===== config.mk =====
export PLATFORM = sky130hd
export DESIGN_NAME = multicycle_ctrl
export DESIGN_NICKNAME = d
export VERILOG_FILES = /design/src/rtl/multicycle_ctrl.sv
export SDC_FILE = /design/constraint.sdc
export NUM_CORES = 1
export LEC_CHECK = 0
export CORE_MARGIN = 10
export CORE_UTILIZATION = 46
export DETAILED_ROUTE_END_ITERATION = 8
export GPL_ROUTABILITY_DRIVEN = 0
export PLACE_DENSITY = 0.76
export RECOVER_POWER = 100
export SLEW_MARGIN = 20
export SYNTH_ARGS = -nofsm -noshare
export SYNTH_HDL_FRONTEND = slang
export SYNTH_SLANG_ARGS = --single-unit

===== constraint.sdc =====
create_clock -name clk -period 5.8 [get_ports clk]
set_clock_uncertainty 0.05 [all_clocks]
set_input_delay 1.16 -clock clk [delete_from_list [all_inputs] [get_ports clk]]
set_output_delay 1.16 -clock clk [all_outputs]
set_load 0.02 [all_outputs]

===== src/rtl/multicycle_ctrl.sv =====
// rtl/multicycle_ctrl.sv - multicycle FETCH/DECODE/EXEC/MEM/WB control unit for the 16-bit core
// Optional retire counter output is enabled by defining CTRL_RETIRE_CNT_EN.
module multicycle_ctrl #(
    parameter int PC_W = 16,
    parameter int IR_W = 16
) (
    input  logic            clk,
    input  logic            rst,
    input  logic [IR_W-1:0] instr_in,
    input  logic            zero_flag,
    input  logic            mem_ready,
    input  logic            stall,
    output logic [PC_W-1:0] pc_out,
    output logic [IR_W-1:0] ir_out,
    output logic [2:0]      alu_op,
    output logic            alu_src_imm,
    output logic            mem_rd,
    output logic            mem_wr,
    output logic            reg_we,
    output logic            wb_sel,
`ifdef CTRL_RETIRE_CNT_EN
    output logic [15:0]     retire_cnt,
`endif
    output logic            halt
);
    typedef enum logic [2:0] {
        S_FETCH, S_DECODE, S_EXEC, S_MEM, S_WB, S_HALT
    } state_t;

    localparam logic [3:0] OP_NOP   = 4'h0;
    localparam logic [3:0] OP_ADD   = 4'h1;
    localparam logic [3:0] OP_SUB   = 4'h2;
    localparam logic [3:0] OP_OR    = 4'h4;
    localparam logic [3:0] OP_XOR   = 4'h5;
    localparam logic [3:0] OP_SL    = 4'h6;
    localparam logic [3:0] OP_LOAD  = 4'hA;
    localparam logic [3:0] OP_STORE = 4'hB;
    localparam logic [3:0] OP_BZ    = 4'hC;

    state_t          state;
    logic [3:0]      opcode;
    logic [PC_W-1:0] br_off;
    logic [2:0]      dec_alu_op;
    logic            dec_imm;
    logic            dec_wb;
    logic            dec_legal;

    assign opcode = ir_out[IR_W-1 -: 4];
    assign br_off = {{(PC_W-6){ir_out[5]}}, ir_out[5:0]};
    // The write strobe must vanish in the very cycle a stall arrives, so it is gated, not registered.
    assign reg_we = (state == S_WB) && !stall;

    always_comb begin
        dec_alu_op = 3'b000;
        dec_imm    = 1'b0;
        dec_wb     = 1'b0;
        dec_legal  = 1'b1;
        case (opcode)
            OP_NOP:   dec_alu_op = 3'b000;
            OP_ADD:   dec_alu_op = 3'b000;
            OP_SUB:   dec_alu_op = 3'b001;
            OP_OR:    dec_alu_op = 3'b010;
            OP_XOR:   dec_alu_op = 3'b011;
            OP_SL:    dec_alu_op = 3'b100;
            OP_LOAD:  begin dec_imm = 1'b1; dec_wb = 1'b1; end
            OP_STORE: dec_imm = 1'b1;
            OP_BZ:    dec_alu_op = 3'b000;
            default:  dec_legal = 1'b0;
        endcase
    end

    always_ff @(posedge clk or negedge rst) begin
        if (!rst) begin
            state       <= S_FETCH;
            pc_out      <= '0;
            ir_out      <= '0;
            alu_op      <= 3'b000;
            alu_src_imm <= 1'b0;
            wb_sel      <= 1'b0;
            mem_rd      <= 1'b0;
            mem_wr      <= 1'b0;
            halt        <= 1'b0;
        end else begin
            case (state)
                S_FETCH: if (!stall) begin
                    ir_out <= instr_in;
                    pc_out <= pc_out + PC_W'(1);
                    state  <= S_DECODE;
                end
                S_DECODE: if (!stall) begin
                    alu_op      <= dec_alu_op;
                    alu_src_imm <= dec_imm;
                    wb_sel      <= dec_wb;
                    if (!dec_legal) begin
                        state <= S_HALT;
                        halt  <= 1'b1;
                    end else if (opcode == OP_NOP) begin
                        state <= S_FETCH;
                    end else begin
                        state <= S_EXEC;
                    end
                end
                S_EXEC: if (!stall) begin
                    case (opcode)
                        OP_LOAD:  begin mem_rd <= 1'b1; state <= S_MEM; end
                        OP_STORE: begin mem_wr <= 1'b1; state <= S_MEM; end
                        OP_BZ: begin
                            // pc already points past the branch, so the target is addr+1+off.
                            if (zero_flag) pc_out <= pc_out + br_off;
                            state <= S_FETCH;
                        end
                        default:  state <= S_WB;
                    endcase
                end
                S_MEM: if (mem_ready) begin
                    mem_rd <= 1'b0;
                    mem_wr <= 1'b0;
                    state  <= (opcode == OP_LOAD) ? S_WB : S_FETCH;
                end
                S_WB: if (!stall) state <= S_FETCH;
                S_HALT: halt <= 1'b1;
                default: state <= S_HALT;
            endcase
        end
    end

`ifdef CTRL_RETIRE_CNT_EN
    logic retire;

    always_comb begin
        retire = 1'b0;
        case (state)
            S_DECODE: retire = !stall && (opcode == OP_NOP);
            S_EXEC:   retire = !stall && (opcode == OP_BZ);
            S_MEM:    retire = mem_ready && (opcode == OP_STORE);
            S_WB:     retire = !stall;
            default:  retire = 1'b0;
        endcase
    end

    always_ff @(posedge clk or negedge rst) begin
        if (!rst)        retire_cnt <= '0;
        else if (retire) retire_cnt <= retire_cnt + 16'd1;
    end
`endif
endmodule

==> impl_metrics.py <==
metrics = {
    "logic_synthesis": {
        "syn_area_um2": 2422,
        "synth_area_leaders": "dfrtp_1 44%, mux2_2 7.0%, nand2_1 3.7%",
        "yosysMostFrequentCell": "dfrtp_1",
        "synth_nets": 273,
        "ys_ff_latch": 43,
        "synth_edf_count": 0,
        "synthCells": 246,
        "synth_common_cells": "43 x dfrtp_1, 24 x nand2_1, 15 x mux2_2",
        "yosysTopAreaCellShare_pct": 44.42,
        "ys_warn_count": 0,
        "yosysUniqueCellTypes": 52,
        "synth-async-reset-ratio_pct": 100.0,
        "synth_top_flop_cell": "dfrtp_1",
        "seq_area_frac_synth_pct": 44.42,
        "yosys.area.top_type": "dfrtp_1",
        "syn_area_per_cell_um2": 9.847,
    },
    "floorplanning": {
        "core-area_um2": 5107,
        "dieArea_um2": 8568,
        "pin_count": 62,
        "die_width_um": 92.57,
        "rows": 26,
        "initial_core_util_pct": 47.43,
        "die_h_um": 92.57,
    },
    "route": {
        "post-route-drc-count": 0,
        "first_pass_iters": 4,
        "avgRoutedWirePerCell_um": 15.84,
        "drt-initial-drc-count": 187,
        "vias": 2042,
        "viasPerCell": 5.489,
        "routed_wl_mm": 5.891,
        "drtAntennaViolNets": 0,
    },
    "status": {
        "violations": "max-capacitance violations, max-slew violations",
        "status": "finished with violations",
    },
    "finish": {
        "fill_cells": 453,
        "areaGrowthSynthToFinish_pct": 31.10,
        "antenna_cells": 0,
        "stdcell_count": 372,
        "fin_nets": 328,
        "final_layout_size_suffix_gt1_share_pct": 10.26,
        "utilization_pct": 62.18,
    },
    "pwr": {
        "p_sw_share_pct": 40.89,
        "p_leak_nw": 1.400,
        "sequentialPowerShare_pct": 37.5,
        "p_total_mw": 1.460,
        "power.density_nw_per_um2": 459.8,
        "internal_power_mw": 0.8630,
        "switching_power_mw": 0.5969,
        "max-vdd-ir-drop_mv": 0.2292,
        "power_frac_comb_pct": 46.0,
        "clockPowerShare_pct": 16.5,
    },
    "place": {
        "dp.cells": 364,
        "dp_slack_ns": 1.863,
        "hpwl_mm": 4.406,
        "io_buffer_count": 61,
    },
    "timing": {
        "max_slew.worst_pin.slew_ns": 2.275,
        "slew_violations": 44,
        "max_slew_margin_pct": -51.69,
        "fin_crit_sh_pct": 70.24,
        "period_needed_ns": 4.074,
        "worst_slack_ns": 1.726,
        "timing.fmax_mhz": 245.5,
        "fin_tns_setup_ns": 0,
        "setup_viol": 0,
        "rsz0062_at_grt": "no",
        "hold_viol_final": 0,
    },
    "grt": {
        "overflow": 0,
        "grt_pass1_wl_mm": 9.839,
        "grt_util_all_layers_pct": 13.85,
        "grt_pass1_vias": 1967,
        "antenna_found_initial": 0,
        "grt_max_degree": 44,
    },
    "worst_setup_path": {
        "crit_end": "reg_we",
        "crit_type": "input port to output pin",
        "reg2regPathDepth": 10,
        "cp-end-kind": "output pin",
        "crit_path_max_fanout": 10,
        "worstPathArrival_ns": 2.86,
        "r2r_start": "state[0]",
        "crit_path_start_kind": "input port",
        "cp.required_ns": 4.59,
        "startpoint": "stall",
        "reg2reg_slack_ns": 2.53,
        "rr_endpoint": "pc_out[8]",
    },
    "clock_tree": {
        "post_cts.repair.setup_buffers": 0,
        "numCtsBuffers": 5,
        "path_clk_slew_ns": 0.08,
        "clock-sinks": 43,
        "clockRootBuffer": "clkbuf_8",
        "cts_hold_buffers": 0,
        "cts_tree": "built",
        "clk_path_buf_depth": 2,
        "cts_max_level": 2,
        "cts_resized": 0,
        "insertion_delay_ns": 0.29,
    },
    "flow_run": {
        "max_cap_violations": 1,
    },
    "hold_path": {
        "holdPathStages": 2,
        "hold_class": "flip-flop to flip-flop",
    },
}
## power by group through the flow
stage	Sequential (mW)	Combinational (mW)	Clock [mW]
after global placement	0.554	0.700	0
after detailed placement	0.559	0.717	0
after floorplan	0.601	0.369	0
final	0.548	0.672	0.241
after CTS	0.553	0.721	0.247
after global routing	0.575	0.733	0.262
## registers in the layout, indices dropped and copies added, names as in the netlist
signal       flops
mem_wr           1
ir_out          16
halt             1
mem_rd           1
alu_op           3
alu_src_imm      1
wb_sel           1
state            3
pc_out          16
## cell families (layout without fill, tap and decap cells)
kind of cell | count (synthesis) | after routing | share of synthesized area [%]
and+or+nand+nor | 90 | 90 | 20.14
buffers and inverters | 20 | 76 | 3.358
xor gates and xnor gates | 14 | 14 | 5.062
adders and majority gates | 6 | 6 | 3.409
DFF | 43 | 43 | 44.42
AOI/OAI and AO/OA | 50 | 50 | 13.33
muxes | 23 | 23 | 10.28
## layout make-up
| cell class | instances | area [um^2] | area share [%] |
|---|---|---|---|
| clock buffer | 6 | 82.58 | 2.600 |
| clock inverter | 2 | 35.03 | 1.103 |
| inverter | 5 | 18.77 | 0.5910 |
| multi-input combinational | 183 | 1264 | 39.79 |
| sequential | 43 | 1076 | 33.88 |
| tap | 70 | 87.58 | 2.758 |
| timing repair buffer | 63 | 611.8 | 19.27 |
## worst min path at each step
stage | startpoint | end | slack (ns)
2_1_floorplan | pc_out[15] | pc_out[15] | 0.53
5_1_grt | pc_out[15] | pc_out[15] | 0.45
6_report | alu_op[2] | alu_op[2] | 0.42
4_1_cts | alu_op[2] | alu_op[2] | 0.43
3_5_place_dp | halt | halt | 0.41
3_3_place_gp | halt | halt | 0.40
## cells in the final DEF (no fill, tap or decap), drive strengths merged, types with 9 or more instances in the layout
| cell | synthesis | layout |
|---|---|---|
| a21oi | 14 | 14 |
| clkbuf | 12 | 9 |
| clkdlybuf4s50 | 0 | 18 |
| dfrtp | 43 | 43 |
| dlygate4sd3 | 0 | 42 |
| mux2 | 15 | 15 |
| nand2 | 24 | 24 |
| nor2 | 14 | 14 |
| nor3 | 10 | 10 |
| o21ai | 11 | 11 |
| xor2 | 9 | 9 |
## per-stage QoR
step | cell area [um^2] | hold WS, ns
after global routing | 3176 | 0.4493
after CTS | 3192 | 0.4335
after global placement | 3074 | 0.4040
after detailed placement | 3074 | 0.4134
final | 3176 | 0.4237
after floorplan | 2422 | 0.5278
## worst max-delay path, stage by stage
cell and delay [ns]:
dlygate4sd3_1 0.66, nor2_1 0.19, and3_1 0.17, dlygate4sd3_1 0.68
## per-layer routing
layer | global-route usage, % | vias to the layer above | wire length [um]
li1 | - | 1005 | -
met1 | 17.39 | 954 | 2544
met2 | 22.12 | 74 | 2816
met3 | 4.036 | 9 | 435
met4 | 5.013 | 0 | 95
met5 | 0 | - | 0
Power figures use the tool's default switching activity.
